File: src/rtl/fetch_stage.sv
// Fetch stage + 2-entry IF/ID queue: single-outstanding imem handshake, stall hold, redirect flush with DRAIN of in-flight fetch.
// Optional FETCH_STAT_EN adds saturating stall/bubble cycle counters.
module fetch_stage #(
  parameter int                INST_W   = 32,
  parameter int                ADDR_W   = 64,
  parameter logic [ADDR_W-1:0] RESET_PC = '0
) (
  input  logic              i_clk,
  input  logic              i_rst_n,
  output logic              o_imem_req,
  output logic [ADDR_W-1:0] o_imem_addr,
  input  logic              i_imem_valid,
  input  logic [INST_W-1:0] i_imem_inst,
  input  logic              i_stall,
  input  logic              i_redirect,
  input  logic [ADDR_W-1:0] i_redirect_pc,
  output logic              o_id_valid,
  output logic [INST_W-1:0] o_id_inst,
`ifdef FETCH_STAT_EN
  output logic [ADDR_W-1:0] o_id_pc,
  output logic [31:0]       o_stall_cnt,
  output logic [31:0]       o_bubble_cnt
`else
  output logic [ADDR_W-1:0] o_id_pc
`endif
);

  typedef enum logic [1:0] {S_IDLE, S_REQ, S_DRAIN} state_e;

  state_e            state_q;
  logic              req_q;
  logic [ADDR_W-1:0] addr_q;
  logic [ADDR_W-1:0] fetch_pc_q, fetch_pc_d;
  logic [1:0]        cnt_q, cnt_d, cnt_pop;
  logic [ADDR_W-1:0] pc0_q, pc0_d, pc1_q, pc1_d;
  logic [INST_W-1:0] inst0_q, inst0_d, inst1_q, inst1_d;
  logic              pop, compl, push;

  always_comb begin
    pop        = (cnt_q != 2'd0) && !i_stall && !i_redirect;
    compl      = req_q && i_imem_valid;
    push       = (state_q == S_REQ) && compl && !i_redirect;
    cnt_pop    = cnt_q - {1'b0, pop};
    cnt_d      = cnt_pop + {1'b0, push};
    fetch_pc_d = fetch_pc_q;
    pc0_d      = pc0_q;
    inst0_d    = inst0_q;
    pc1_d      = pc1_q;
    inst1_d    = inst1_q;
    if (i_redirect) begin
      cnt_d      = 2'd0;
      fetch_pc_d = i_redirect_pc & ~ADDR_W'(3);
    end else begin
      if (pop) begin
        pc0_d   = pc1_q;
        inst0_d = inst1_q;
      end
      // REQ is only held while there is room, so a push never lands at slot 2
      if (push) begin
        if (cnt_pop == 2'd0) begin
          pc0_d   = fetch_pc_q;
          inst0_d = i_imem_inst;
        end else begin
          pc1_d   = fetch_pc_q;
          inst1_d = i_imem_inst;
        end
        fetch_pc_d = fetch_pc_q + ADDR_W'(4);
      end
    end
  end

  always_ff @(posedge i_clk or negedge i_rst_n) begin
    if (!i_rst_n) begin
      state_q    <= S_IDLE;
      req_q      <= 1'b0;
      addr_q     <= RESET_PC;
      fetch_pc_q <= RESET_PC;
      cnt_q      <= 2'd0;
      pc0_q      <= '0;
      inst0_q    <= '0;
      pc1_q      <= '0;
      inst1_q    <= '0;
    end else begin
      fetch_pc_q <= fetch_pc_d;
      cnt_q      <= cnt_d;
      pc0_q      <= pc0_d;
      inst0_q    <= inst0_d;
      pc1_q      <= pc1_d;
      inst1_q    <= inst1_d;
      case (state_q)
        S_IDLE: begin
          if (i_redirect || (cnt_pop < 2'd2)) begin
            state_q <= S_REQ;
            req_q   <= 1'b1;
          end
          addr_q <= fetch_pc_d;
        end
        S_REQ: begin
          if (i_redirect && !compl) begin
            state_q <= S_DRAIN;
          end else if (compl) begin
            // redirect with completion drops the response and refetches at once
            if (i_redirect || (cnt_d < 2'd2)) begin
              state_q <= S_REQ;
              req_q   <= 1'b1;
            end else begin
              state_q <= S_IDLE;
              req_q   <= 1'b0;
            end
            addr_q <= fetch_pc_d;
          end
        end
        S_DRAIN: begin
          // the wrong-path request keeps its address until its response is swallowed
          if (!i_redirect && compl) begin
            state_q <= S_IDLE;
            req_q   <= 1'b0;
            addr_q  <= fetch_pc_q;
          end
        end
        default: begin
          state_q <= S_IDLE;
          req_q   <= 1'b0;
          addr_q  <= fetch_pc_q;
        end
      endcase
    end
  end

  assign o_imem_req  = req_q;
  assign o_imem_addr = addr_q;
  assign o_id_valid  = (cnt_q != 2'd0);
  assign o_id_inst   = o_id_valid ? inst0_q : '0;
  assign o_id_pc     = o_id_valid ? pc0_q : '0;

`ifdef FETCH_STAT_EN
  logic [31:0] stall_cnt_q, bubble_cnt_q;

  always_ff @(posedge i_clk or negedge i_rst_n) begin
    if (!i_rst_n) begin
      stall_cnt_q  <= '0;
      bubble_cnt_q <= '0;
    end else begin
      if (o_id_valid && i_stall && (stall_cnt_q != 32'hFFFF_FFFF))
        stall_cnt_q <= stall_cnt_q + 32'd1;
      if (!o_id_valid && (bubble_cnt_q != 32'hFFFF_FFFF))
        bubble_cnt_q <= bubble_cnt_q + 32'd1;
    end
  end

  assign o_stall_cnt  = stall_cnt_q;
  assign o_bubble_cnt = bubble_cnt_q;
`endif

endmodule

File: config.mk
export PLATFORM = sky130hd
export DESIGN_NAME = fetch_stage
export DESIGN_NICKNAME = d
export VERILOG_FILES = /design/src/rtl/fetch_stage.sv
export SDC_FILE = /design/constraint.sdc
export NUM_CORES = 1
export LEC_CHECK = 0
export BUFFER_PORTS_ARGS = -buffer_cell sky130_fd_sc_hd__buf_2
export CORE_MARGIN = 3
export CORE_UTILIZATION = 40
export CTS_BUF_LIST = sky130_fd_sc_hd__clkbuf_2
export CTS_CLUSTER_SIZE = 20
export DETAILED_ROUTE_END_ITERATION = 6
export PLACE_DENSITY = 0.65
export REMOVE_ABC_BUFFERS = 1
export SYNTH_ARGS = -nofsm -noshare
export SYNTH_HDL_FRONTEND = slang
export SYNTH_SLANG_ARGS = --single-unit
File: constraint.sdc
create_clock -name i_clk -period 3.5 [get_ports i_clk]
set_clock_uncertainty 0.05 [all_clocks]
set_input_delay 0.35 -clock i_clk [delete_from_list [all_inputs] [get_ports i_clk]]
set_output_delay 0.35 -clock i_clk [all_outputs]
set_load 0.01 [all_outputs]
==> impl_metrics.env <==
export IMPL_status="finished clean"
export IMPL_crit_fanout=92
export IMPL_core_rowCount=72
export IMPL_drive_gt1_frac=0.267
export IMPL_utilization=0.516
export IMPL_tritoncts_num_buffers=89
export IMPL_total_switching_power_uw=5800
export IMPL_power_frac_clock=0.183
export IMPL_critical_path_startpoint="cnt_q[1]"
export IMPL_r2r_start="cnt_q[1]"
export IMPL_route_vias_total=14700
export IMPL_h_tree_depth=3
export IMPL_internal_portion_of_total_power_uw=8810
export IMPL_syn_mean_instance_area_um2=9.53
export IMPL_synth_area_leaders="dfrtp_1 (50%), mux2_2 (7.0%), o31ai_1 (4.7%)"
export IMPL_drt_pass_1_iters=7
export IMPL_globalRoute_totalOverflow=0
export IMPL_power_density_cell_area_mw_per_mm2=723
export IMPL_pin_count=263
export IMPL_fill_cells=3621
export IMPL_grt_first_pass_wirelength_mm=82.3
export IMPL_synth_top_area_frac=0.505
export IMPL_report_final_slew_viol_count=0
export IMPL_timing_worst_setup_path_type="flip-flop to flip-flop"
export IMPL_unrepaired_setup_endpoints_after_global_routing="false"
export IMPL_wire_per_inst_um=19.7
export IMPL_drt_total_wl_mm=52.6
export IMPL_power_switching_fraction=0.397
export IMPL_synth_edf_count=0
export IMPL_die_x_um=207
export IMPL_root_buffer="clkbuf_2"
export IMPL_routed_via_density=5.50
export IMPL_reg2reg_depth=9
export IMPL_dieArea_mm2=0.0427
export IMPL_hold_viol_final=0
export IMPL_areaGrowthSynthToFinish_pct=25.4
export IMPL_r2r_setup_slack_ps=370
export IMPL_post_cts_clock_slew_at_the_launch_and_capture_registers_of_the_worst_setup_and_hold_paths_ps=100
export IMPL_core_region_area_mm2=0.0392
export IMPL_pre_cts_slack_ps=673
export IMPL_cts_sinks=325
export IMPL_drt_iter0_drc=1225
export IMPL_cts_path_max_buffers=3
export IMPL_start_kind="flip-flop"
export IMPL_fin_crit_ps=3130
export IMPL_synth_cell_area_mm2=0.0161
export IMPL_leakage_uw=0.00923
export IMPL_yosysUniqueCellTypes=68
export IMPL_critical_path_arrival_ps=3910
export IMPL_max_clock_freq_mhz=319
export IMPL_initial_core_util=0.411
export IMPL_seq_power_share=0.427
export IMPL_maxSlewHeadroom=0.345
export IMPL_first_global_vias=14800
export IMPL_synth_sequential_area_ratio=0.505
export IMPL_worstMarginPinSlew_ps=982
export IMPL_worstSkewPairLatency_ps=970
export IMPL_post_cts_setup_buffer_count=0
export IMPL_grt_max_degree=93
export IMPL_detail_route_drc_violations=0
export IMPL_route_antenna_remaining_nets=0
export IMPL_design_final_nets=2195
export IMPL_place_congestion=0.844
export IMPL_ys_seq_elements=325
export IMPL_hold_class="input pin to flip-flop"
export IMPL_crit_required_ps=4280
export IMPL_power_ir_vdd_worst_mv=0.309
export IMPL_synth_top_cell_by_area="dfrtp_1"
export IMPL_rr_endpoint="inst0_q[27]"
export IMPL_place_hpwl_mm=33.0
export IMPL_yosys_warnings=0
export IMPL_postSynthCellCount=1692
export IMPL_grt_antenna_before_repair=4
export IMPL_place_port_buffers=260
export IMPL_worst_slack_ps=366
export IMPL_timing_critical_path_to="inst0_q[27]"
export IMPL_cells_on_worst_hold_path=3
export IMPL_setup_worst_path_end_class="flip-flop"
export IMPL_synthFlopType="dfrtp_1"
export IMPL_grt_total_usage=0.244
export IMPL_async_reset_ff_frac=1.00
export IMPL_chipHeight_um=207
export IMPL_tritoncts="done"
export IMPL_power_combinational_fraction=0.390
export IMPL_setup_viols_final=0
export IMPL_final_min_period_over_clock_period=0.896
export IMPL_max_cap_violations=0
==> critical path, stage by stage (launching register included) <==
cell	delay, ps
dfrtp_1	410
nor2_1	180
or3_4	170
inv_4	40
ha_1	260
inv_1	100
nor4_2	580
buf_12	380
o31ai_1	160
dlygate4sd3_1	590
==> cell usage after synthesis, types with 19 or more instances <==
library cell,instances
inv_1,23
nand2_1,193
nor2_1,190
clkbuf_1,116
xnor2_1,38
o31ai_1,100
o211ai_1,23
a21oi_1,76
nor3_1,120
o21ai_0,49
and2_1,100
dfrtp_1,325
xor2_1,22
mux2_2,100
nor4_1,19
nand3_1,27
==> flip-flops by register name (all words and copies together), names as in the netlist <==
register and flops:
pc1_q 64, o_imem_addr 64, pc0_q 64, fetch_pc_q 64
inst0_q 32, inst1_q 32, o_imem_req 1, cnt_q 2
state_q 2
==> repair_timing <==
item | 4_1_cts | 5_1_grt
endpoints found under the hold margin | 534 | 0
resized for setup | 0 | 0
hold buffers | 141 | 0
==> metal layers <==
metal | global-route usage | up-vias | routed length (um)
met2 | 0.394 | 495 | 24800
li1 | - | 6774 | -
met4 | 0.0780 | 4 | 1380
met5 | 0 | - | 25
met1 | 0.332 | 7290 | 23000
met3 | 0.0510 | 98 | 3360
==> power by group through the flow <==
| stage | clock network (uW) | registers (uW) | logic (uW) |
|---|---|---|---|
| 6_report | 2670 | 6250 | 5690 |
| 5_1_grt | 2970 | 6420 | 6300 |
| 4_1_cts | 2780 | 6230 | 5750 |
| 3_5_place_dp | 0 | 6300 | 5560 |
| 3_3_place_gp | 0 | 6220 | 5410 |
| 2_1_floorplan | 0 | 6280 | 3330 |
==> placed cells by master (no fill, tap or decap), types with 37 or more instances in the layout <==
| cell type | netlist | final |
|---|---|---|
| buf_2 | 8 | 258 |
| dlygate4sd3_1 | 0 | 140 |
| clkbuf_2 | 2 | 134 |
| o31ai_1 | 100 | 100 |
| nor2_1 | 190 | 189 |
| o21ai_0 | 49 | 49 |
| and2_1 | 100 | 100 |
| a21oi_1 | 76 | 76 |
| mux2_2 | 100 | 100 |
| nor3_1 | 120 | 120 |
| nand2_1 | 193 | 193 |
| xnor2_1 | 38 | 38 |
| dfrtp_1 | 325 | 324 |
| buf_4 | 1 | 37 |
==> per-stage QoR <==
stage | hold WS, ps | cell area [um^2] | power (uW) | cells | setup TNS, ps
after floorplan | 4.41 | 15600 | 9620 | 1554 | -2234830
after global placement | 331 | 18000 | 11600 | 2377 | 0
after detailed placement | 337 | 18000 | 11900 | 2377 | 0
after CTS | 3.37 | 20200 | 14800 | 2666 | 0
after global routing | 40.2 | 20200 | 15700 | 2668 | 0
final | 123 | 20200 | 14600 | 2668 | 0
==> area by class of cell <==
cell class,count,area (um^2),share of cell area
antenna,2,5.00,0.000248
multi-input combinational,1203,7390,0.366
timing repair buffer,446,3180,0.158
clock inverter,14,78.8,0.00390
sequential,325,8130,0.402
tap,518,648,0.0321
clock buffer,134,671,0.0332
inverter,26,100,0.00495
==> kinds of logic (layout without fill, tap and decap cells) <==
kind of cell / Yosys count / count (layout) / share of synthesized area
flip-flops: 325 / 325 / 0.505
multiplexers: 104 / 104 / 0.0724
other: 0 / 2 / 0
adder cells (fa/ha/maj): 3 / 3 / 0.00233
XOR/XNOR: 60 / 60 / 0.0326
AO/OA/AOI/OAI: 314 / 314 / 0.130
AND/OR/NAND/NOR: 722 / 722 / 0.219
buffers and inverters: 164 / 620 / 0.0392
==> worst min path at each step <==
| stage | start | end | slack, ps |
|---|---|---|---|
| final | i_redirect_pc[55] | fetch_pc_q[55] | 120 |
| after global routing | i_imem_inst[18] | inst1_q[18] | 40 |
| after CTS | i_imem_inst[6] | inst0_q[6] | 3 |
| after detailed placement | i_rst_n | inst1_q[23] | 340 |
| after global placement | i_rst_n | inst0_q[23] | 330 |
| after floorplan | i_rst_n | cnt_q[0] | 4 |
No activity file was read; power rests on OpenSTA's default activity.
